File: config.mk
export PLATFORM = sky130hd
export DESIGN_NAME = microwave_ctrl_gen2
export DESIGN_NICKNAME = d
export VERILOG_FILES = /design/src/rtl/microwave_ctrl_gen2.sv
export SDC_FILE = /design/constraint.sdc
export NUM_CORES = 1
export LEC_CHECK = 0
export CAP_MARGIN = 20
export CORE_MARGIN = 3
export CORE_UTILIZATION = 40
export CTS_BUF_LIST = sky130_fd_sc_hd__clkbuf_2 sky130_fd_sc_hd__clkbuf_4 sky130_fd_sc_hd__clkbuf_8
export DETAILED_ROUTE_END_ITERATION = 8
export GPL_TIMING_DRIVEN = 0
export PLACE_DENSITY = 0.6
export SLEW_MARGIN = 20
export SYNTH_ARGS = -nofsm -noshare
export SYNTH_HDL_FRONTEND = slang
export SYNTH_SLANG_ARGS = --single-unit
File: constraint.sdc
create_clock -name clock -period 12.09 [get_ports clock]
set_clock_uncertainty 0.1 [all_clocks]
set_input_delay 1.8135 -clock clock [delete_from_list [all_inputs] [get_ports clock]]
set_output_delay 1.8135 -clock clock [all_outputs]
set_load 0.1 [all_outputs]
File: src/rtl/microwave_ctrl_gen2.sv
// Microwave oven controller: keypad mm:ss entry, BCD countdown, pause/resume, end-of-cook alarm.
// Optional magnetron duty cycling is compiled in by defining MWC_POWER_LEVEL_EN.
module microwave_ctrl_gen2 #(
  parameter int TICK_DIV    = 50000000,
  parameter int MIN_DIGITS  = 1,
  parameter int ALARM_TICKS = 3
) (
  input  logic                        clock,
  input  logic                        reset,
  input  logic [9:0]                  keypad,
  input  logic                        startn,
  input  logic                        stopn,
  input  logic                        clearn,
  input  logic                        door_closed,
`ifdef MWC_POWER_LEVEL_EN
  input  logic [3:0]                  power_level,
`endif
  output logic [4*(MIN_DIGITS+2)-1:0] digits,
  output logic                        mag_on,
  output logic                        cooking,
  output logic                        done_alarm
);

  localparam int NDIG = MIN_DIGITS + 2;
  localparam int DW   = 4 * NDIG;
  localparam int PW   = $clog2(TICK_DIV);
  localparam int AW   = $clog2(ALARM_TICKS + 1);
  localparam logic [PW-1:0] PRESC_MAX = PW'(TICK_DIV - 1);
  localparam logic [AW-1:0] ALARM_MAX = AW'(ALARM_TICKS - 1);

  typedef enum logic [2:0] {
    S_IDLE    = 3'd0,
    S_ENTRY   = 3'd1,
    S_COOKING = 3'd2,
    S_PAUSED  = 3'd3,
    S_DONE    = 3'd4
  } state_t;

  state_t          r_state;
  state_t          w_state_nxt;
  logic            r_startn, r_startn_d, r_stopn, r_stopn_d, r_clearn, r_clearn_d;
  logic [9:0]      r_key, r_key_d;
  logic [DW-1:0]   r_digits;
  logic [PW-1:0]   r_presc;
  logic [AW-1:0]   r_alarm_cnt;
  logic            r_cooking, r_done_alarm;
  logic            w_start_ev, w_stop_ev, w_clear_ev, w_key_ev;
  logic            w_tick, w_gate, w_nonzero, w_last_sec, w_start_cook;
  logic            w_shift, w_norm, w_dec, w_clr_digits, w_presc_clr, w_presc_run;

  function automatic logic [3:0] key_index(input logic [9:0] k);
    logic [3:0] idx;
    idx = 4'd0;
    for (int i = 0; i < 10; i++) begin
      idx = k[i] ? 4'(i) : idx;
    end
    return idx;
  endfunction

  // Seconds tens borrow from 0 to 5; every other digit borrows from 0 to 9.
  function automatic logic [DW-1:0] bcd_dec(input logic [DW-1:0] v);
    logic [DW-1:0] r;
    logic          borrow;
    r      = v;
    borrow = 1'b1;
    for (int i = 0; i < NDIG; i++) begin
      if (borrow && (v[4*i +: 4] == 4'd0)) begin
        r[4*i +: 4] = (i == 1) ? 4'd5 : 4'd9;
      end else if (borrow) begin
        r[4*i +: 4] = v[4*i +: 4] - 4'd1;
        borrow      = 1'b0;
      end else begin
        r[4*i +: 4] = v[4*i +: 4];
      end
    end
    return r;
  endfunction

  // Fold seconds tens of 6..9 into the minutes, saturating at max minutes:59.
  function automatic logic [DW-1:0] normalise(input logic [DW-1:0] v);
    logic [DW-1:0] r;
    logic          all9;
    logic          carry;
    r     = v;
    all9  = 1'b1;
    carry = 1'b1;
    for (int i = 2; i < NDIG; i++) begin
      all9 = all9 & (v[4*i +: 4] == 4'd9);
    end
    if (v[7:4] > 4'd5) begin
      if (all9) begin
        r[7:0] = 8'h59;
      end else begin
        r[7:4] = v[7:4] - 4'd6;
        for (int i = 2; i < NDIG; i++) begin
          if (carry && (v[4*i +: 4] == 4'd9)) begin
            r[4*i +: 4] = 4'd0;
          end else if (carry) begin
            r[4*i +: 4] = v[4*i +: 4] + 4'd1;
            carry       = 1'b0;
          end else begin
            r[4*i +: 4] = v[4*i +: 4];
          end
        end
      end
    end else begin
      r = v;
    end
    return r;
  endfunction

  always_ff @(posedge clock or posedge reset) begin
    if (reset) begin
      r_startn   <= 1'b1;
      r_startn_d <= 1'b1;
      r_stopn    <= 1'b1;
      r_stopn_d  <= 1'b1;
      r_clearn   <= 1'b1;
      r_clearn_d <= 1'b1;
      r_key      <= 10'd0;
      r_key_d    <= 10'd0;
    end else begin
      r_startn   <= startn;
      r_startn_d <= r_startn;
      r_stopn    <= stopn;
      r_stopn_d  <= r_stopn;
      r_clearn   <= clearn;
      r_clearn_d <= r_clearn;
      r_key      <= keypad;
      r_key_d    <= r_key;
    end
  end

  assign w_start_ev = r_startn_d & ~r_startn;
  assign w_stop_ev  = r_stopn_d & ~r_stopn;
  assign w_clear_ev = r_clearn_d & ~r_clearn;
  assign w_key_ev   = (r_key_d == 10'd0) && $onehot(r_key);
  assign w_tick     = (r_presc == PRESC_MAX);
  assign w_nonzero  = |r_digits;
  assign w_last_sec = (r_digits == DW'(1));

  always_ff @(posedge clock or posedge reset) begin
    if (reset) begin
      r_state <= S_IDLE;
    end else begin
      r_state <= w_state_nxt;
    end
  end

  // Event priority: clear, stop, door open, start, key.
  always_comb begin
    w_state_nxt  = r_state;
    w_shift      = 1'b0;
    w_norm       = 1'b0;
    w_dec        = 1'b0;
    w_clr_digits = 1'b0;
    if (w_clear_ev) begin
      w_clr_digits = 1'b1;
      w_state_nxt  = S_IDLE;
    end else begin
      case (r_state)
        S_IDLE: begin
          if (!w_stop_ev && w_key_ev) begin
            w_shift     = 1'b1;
            w_state_nxt = S_ENTRY;
          end else begin
            w_state_nxt = S_IDLE;
          end
        end
        S_ENTRY: begin
          if (w_stop_ev) begin
            w_state_nxt = S_ENTRY;
          end else if (w_start_ev) begin
            w_norm      = door_closed & w_nonzero;
            w_state_nxt = (door_closed && w_nonzero) ? S_COOKING : S_ENTRY;
          end else if (w_key_ev) begin
            w_shift     = 1'b1;
            w_state_nxt = S_ENTRY;
          end else begin
            w_state_nxt = S_ENTRY;
          end
        end
        S_COOKING: begin
          if (w_stop_ev || !door_closed) begin
            w_state_nxt = S_PAUSED;
          end else if (w_tick) begin
            w_dec       = 1'b1;
            w_state_nxt = w_last_sec ? S_DONE : S_COOKING;
          end else begin
            w_state_nxt = S_COOKING;
          end
        end
        S_PAUSED: begin
          if (w_stop_ev) begin
            w_clr_digits = 1'b1;
            w_state_nxt  = S_IDLE;
          end else if (w_start_ev && door_closed) begin
            w_state_nxt = S_COOKING;
          end else begin
            w_state_nxt = S_PAUSED;
          end
        end
        S_DONE: begin
          if (w_stop_ev || (w_tick && (r_alarm_cnt == ALARM_MAX))) begin
            w_state_nxt = S_IDLE;
          end else begin
            w_state_nxt = S_DONE;
          end
        end
        default: begin
          w_clr_digits = 1'b1;
          w_state_nxt  = S_IDLE;
        end
      endcase
    end
  end

  // Door state acts combinationally so opening it cuts power before the state register reacts.
  always_comb begin
    mag_on = (r_state == S_COOKING) & door_closed & w_gate;
  end

  assign w_start_cook = (r_state == S_ENTRY) && (w_state_nxt == S_COOKING);
  assign w_presc_clr  = w_start_cook || (w_state_nxt == S_IDLE) || (w_state_nxt == S_ENTRY) ||
                        ((r_state == S_COOKING) && (w_state_nxt == S_DONE));
  assign w_presc_run  = ((r_state == S_COOKING) && (w_state_nxt == S_COOKING)) ||
                        ((r_state == S_DONE) && (w_state_nxt == S_DONE));

  always_ff @(posedge clock or posedge reset) begin
    if (reset) begin
      r_digits <= {DW{1'b0}};
    end else if (w_clr_digits) begin
      r_digits <= {DW{1'b0}};
    end else if (w_norm) begin
      r_digits <= normalise(r_digits);
    end else if (w_dec) begin
      r_digits <= bcd_dec(r_digits);
    end else if (w_shift) begin
      r_digits <= {r_digits[DW-5:0], key_index(r_key)};
    end else begin
      r_digits <= r_digits;
    end
  end

  always_ff @(posedge clock or posedge reset) begin
    if (reset) begin
      r_presc <= {PW{1'b0}};
    end else if (w_presc_clr) begin
      r_presc <= {PW{1'b0}};
    end else if (w_presc_run) begin
      r_presc <= w_tick ? {PW{1'b0}} : r_presc + PW'(1);
    end else begin
      r_presc <= r_presc;
    end
  end

  always_ff @(posedge clock or posedge reset) begin
    if (reset) begin
      r_alarm_cnt <= {AW{1'b0}};
    end else if (r_state != S_DONE) begin
      r_alarm_cnt <= {AW{1'b0}};
    end else if (w_tick) begin
      r_alarm_cnt <= r_alarm_cnt + AW'(1);
    end else begin
      r_alarm_cnt <= r_alarm_cnt;
    end
  end

`ifdef MWC_POWER_LEVEL_EN
  logic [3:0] r_level, r_window;

  // Out-of-range levels run at full power.
  always_ff @(posedge clock or posedge reset) begin
    if (reset) begin
      r_level  <= 4'd10;
      r_window <= 4'd0;
    end else if (w_start_cook) begin
      r_level  <= ((power_level == 4'd0) || (power_level > 4'd10)) ? 4'd10 : power_level;
      r_window <= 4'd0;
    end else if (w_dec) begin
      r_window <= (r_window == 4'd9) ? 4'd0 : r_window + 4'd1;
    end else begin
      r_level  <= r_level;
      r_window <= r_window;
    end
  end

  assign w_gate = (r_window < r_level);
`else
  assign w_gate = 1'b1;
`endif

  always_ff @(posedge clock or posedge reset) begin
    if (reset) begin
      r_cooking    <= 1'b0;
      r_done_alarm <= 1'b0;
    end else begin
      r_cooking    <= (w_state_nxt == S_COOKING);
      r_done_alarm <= (w_state_nxt == S_DONE);
    end
  end

  assign digits     = r_digits;
  assign cooking    = r_cooking;
  assign done_alarm = r_done_alarm;

endmodule

# After elaboration in Yosys (flattened, before gate mapping)
# Cells that the tools add are included.
# Widths: inputs -> output; s select.
totals:
  reg_bits: 71
  in_bits: 16
classes:
  addsub: 16
  n_lt_le_gt_ge: 1
  eq_ne: 18
  muxes: 64
  bitwise_logic: 8
  n_reduce_logical: 33
op_table:
  columns: ["op", "count"]
  rows:
  - ["$mux 26", 3]
  - ["$mux 12", 5]
  - ["$mux 4", 10]
  - ["$mux 3", 9]
  - ["$add 26x1->26 const B", 1]
  - ["$eq 26x26->1 const B", 1]
  - ["$mux 1", 26]
  - ["$mux 2", 8]
  - ["$pmux 3 s5", 1]
  - ["$eq 12x1->1 const B", 1]
  - ["$logic_not 4->1", 3]
  - ["$reduce_or 12->1", 1]
  - ["$sub 4x1->4 const B", 3]
  - ["$logic_and 1x1->1", 11]
  - ["$add 1x1->2", 5]
  - ["$logic_not 10->1", 1]
  - ["$ne 5x2->1 const B", 2]
  - ["$eq 3x2->1 const B", 3]
  - ["$add 2x2->3", 2]
  - ["$eq 3x1->1 const B", 2]
  - ["$eq 3x3->1 const B", 2]
  - ["$logic_not 3->1", 2]
  - ["$logic_or 1x1->1", 6]
  - ["$ne 3x1->1 const B", 2]
  - ["19 further kinds", 30]

# Depth between registers and ports, before layout
depth:
  word_depth: 19
  ltp_mapped: 15
  depth_no_buf: 15

# Least setup slack after synthesis
# OpenSTA, ideal clock, no wires.
synth_timing:
  kind: "input -> output"
  start: "input port door_closed"
  end: "output port mag_on"
  t_arrival_ps: 2422
  path_slack_ps: 7755
  path_stages: 1
  path_buffers: 0
  path_cell_list: "and4bb_2"
synth_via:
  elab_chain_cells: 1
synth_lines:
  columns: ["item", "line", "source"]
  rows:
  - ["start, declared", "14", "input logic door_closed,"]
  - ["$and 1x1->1", "220", "mag_on = (r_state == S_COOKING) & door_closed & w_gate;"]
  - ["end, declared", "19", "output logic mag_on,"]
# No other way between the ends.

# Worst setup path in the final report
# Same ends and word-level chain as after synthesis.

==> results by group <==
Synthesis
  • Syn Inst Count: 444
  • EDFF count, synth: 0
  • Synth async-reset ratio: 100%
  • Yosys reg bits: 71
  • Yosys top cell by area: dfrtp_1
  • Synthesis Warnings: 0
  • Sequential-to-total area share from yosys stat: 42.7%
  • Ys flop type: dfrtp_1
  • Avg Cell Area, Syn: 9.41 sq um
  • Share of the synthesized area in the top cell type: 38.9%
  • Yosys cell types: 71
  • Synthesized area: 4180 sq um
  • Most area-consuming cells after synthesis: dfrtp_1 (39%), ha_1 (4.8%), dfstp_2 (3.8%)
  • Syn nets: 482
  • Top post-synthesis cells by count: dfrtp_1 (65), nor2_1 (39), nand2_1 (33)
  • Top-count cell post-synth: dfrtp_1

Layout
  • Multi-input logic area: 2230 sq um
  • # nets final: 525
  • # diodes: 0
  • Final Cell Area: 4870 sq um
  • Synth-to-layout area growth: 16.5%
  • Filler instances: 953
  • Layout cells sized above 1: 9.96%
  • FF/Latch Area: 1780 sq um

Worst setup path
  • Critical Path End Type: output port
  • Flop-to-flop setup slack: 7380 ps
  • CP Buf/Inv Count: 2
  • Critical Path, Cell by Cell: clkdlybuf4s50_1 -> and4bb_2 -> clkdlybuf4s50_1
  • Critical path startpoint category: input port
  • Crit path largest cell delay: 1150 ps
  • Kind of critical path: in2out
  • CP max-delay cell: clkdlybuf4s50_1
  • Req. time, crit path: 10,180 ps
  • CP Max Fanout: 4
  • Register-to-Register Path Depth: 15
  • Worst reg2reg endpoint: digits[8]$_DFFE_PP0P_
  • Crit path top cell by count: clkdlybuf4s50_1
  • WP data arrival: 3820 ps
  • R2r startpoint: r_key[5]$_DFF_PP0_
  • Crit-path leading delay family: buffers and inverters

Timing
  • Top achievable clock speed: 0.175 GHz
  • # setup viols final: 0
  • Fin. Hold Viols: 0
  • Max Slew Vio Count: 0
  • Slew margin rel.: 30.3%
  • Sum Neg Setup Slack: 0 ps
  • Worst Slack Setup Final: 6360 ps
  • WHS: 269 ps
  • Worst-margin pin slew: 1040 ps
  • Tcrit/Tclk final: 47.4%
  • RSZ-0062 raised after global routing: no
  • Fin crit period: 5730 ps

Run
  • # Max-Cap Violations: 0

CTS
  • CTS buffer count: 9
  • CTS Buffer Depth: 2
  • Post-cts resize count: 0
  • CTS tree: done
  • CTS H-tree lvls: 3
  • Skew-Pair Late Insertion Delay: 370 ps
  • Root Buffer Master: clkbuf_8
  • Cts hold-fix bufs: 0
  • Setup bufs post-CTS: 0
  • Clock-pin slew on the worst setup and hold paths: 80 ps
  • Clock sinks: 71

Die
  • Die area: 11,700 sq um
  • Initial Util: 42.0%
  • Die X: 108 um
  • Core ar.: 9950 sq um
  • I/O pin count: 31
  • Die Height: 108 um
  • Row count: 36

Hold path
  • Hold path depth: 0
  • Hold Path End: r_clearn_d$_DFF_PP1_
  • Path category of the worst min-delay check: reg2reg
  • Hold Crit Start: r_clearn$_DFF_PP1_

Route
  • Wire per inst: 16.0 um
  • Routed WL: 10,000 um
  • DR vias: 3,580
  • DRT iter0 DRCs: 292
  • DRC viols: 0
  • Via density: 5.73
  • Initial DRT Pass Iterations: 5
  • Post-route ant nets: 0

Power
  • Leak Pwr: 1.88 nW
  • Pwr dens: 122 nW/um^2
  • VDD IR max: 0.0611 mV

Global route
  • Initial antenna violation count: 0
  • First-pass GRT wire length: 17,100 um
  • GRT Resource Usage Total: 18.5%
  • Largest net degree at the start of global routing: 57
  • Gr ovfl total: 0
  • Vias in the first global route: 3,389

Placement
  • Placed inst area: 4680 sq um
  • DP HPWL: 7110 um
  • Pre-CTS worst setup slack: 6360 ps
  • PortBufs: 30
  • GP Congestion: 0.887

Outcome
  • Status: finished clean
==> routing by layer <==
layer,track usage (%),wire length (um),up-vias
li1,-,-,1740
met1,28.2,4990,1718
met2,25.8,4360,108
met3,4.24,514,14
met4,6.13,146,0
met5,0,0,-
==> registers in the layout (all words and copies together) (netlist names) <==
| register | flops |
|---|---|
| r_key | 10 |
| r_presc | 26 |
| r_startn_d | 1 |
| digits | 12 |
| r_state | 3 |
| r_key_d | 10 |
| r_clearn_d | 1 |
| r_clearn | 1 |
| done_alarm | 1 |
| r_alarm_cnt | 2 |
| r_stopn_d | 1 |
| cooking | 1 |
| r_stopn | 1 |
| r_startn | 1 |
==> worst reg2reg max path, cell delays in order, from the launching register on <==
cell and delay [ps]:
dfrtp_1 450, fa_1 510, fa_1 490, inv_1 50
fa_1 440, inv_1 70, ha_1 150, inv_1 50
fa_1 370, a2111oi_0 340, a21oi_1 110, a2111oi_0 500
a211oi_1 230, a22oi_2 420, a21boi_0 230, o2bb2ai_1 130
==> where the power goes <==
part | switching, mW | total, mW | internal [mW]
sequential | 0.0158 | 0.265 | 0.249
combinational | 0.0934 | 0.142 | 0.0483
clock | 0.107 | 0.186 | 0.0794
total | 0.216 | 0.593 | 0.377
==> layout make-up <==
type / instances / share of cell area (%)
multi-input cells: 332 / 45.7
flip-flops and latches: 71 / 36.6
repair buffers: 32 / 6.83
well taps: 133 / 3.42
clock buffers: 9 / 2.54
inverters: 23 / 1.82
plain buffers: 18 / 1.72
clock inverters: 7 / 1.34
==> how the worst max path moves through the flow <==
stage | start | to | cells past startpoint | slack [ps]
after global placement | door_closed | mag_on | 3 | 6370
after detailed placement | door_closed | mag_on | 3 | 6360
final | door_closed | mag_on | 3 | 6360
after global routing | door_closed | mag_on | 3 | 6330
after floorplan | door_closed | mag_on | 1 | 7750
after CTS | door_closed | mag_on | 3 | 6350
==> per-stage QoR <==
step	util, %	power [mW]	instances
after floorplan	-	0.374	444
after global placement	46.7	0.409	607
after detailed placement	47.0	0.412	608
after CTS	48.9	0.601	624
after global routing	48.9	0.629	625
final	48.9	0.593	625
==> cells by family (layout without fill, tap and decap cells) <==
family	Yosys count	count (layout)	share of synthesized area, %
DFF	71	71	42.7
and+or+nand+nor	183	183	24.3
muxes	4	4	0.988
buffers and inverters	41	89	4.07
adders and majority gates	22	22	7.66
AOI/OAI and AO/OA	118	118	19.3
xor gates and xnor gates	5	5	1.05
==> cell usage in the layout (no fill, tap or decap), types with 7 or more instances in the layout <==
cell,n
o31ai_1,10
clkbuf_1,9
nand4_1,12
a31oi_1,8
or3_1,9
o21ai_0,26
nor2_1,39
dfrtp_1,65
nand2_1,33
inv_1,22
nand3_1,20
nand2b_1,7
ha_1,16
o211ai_1,11
clkdlybuf4s50_1,30
nor3_1,11
clkbuf_8,9
a21oi_1,28
Note: power is estimated with default switching activity, not from simulation.
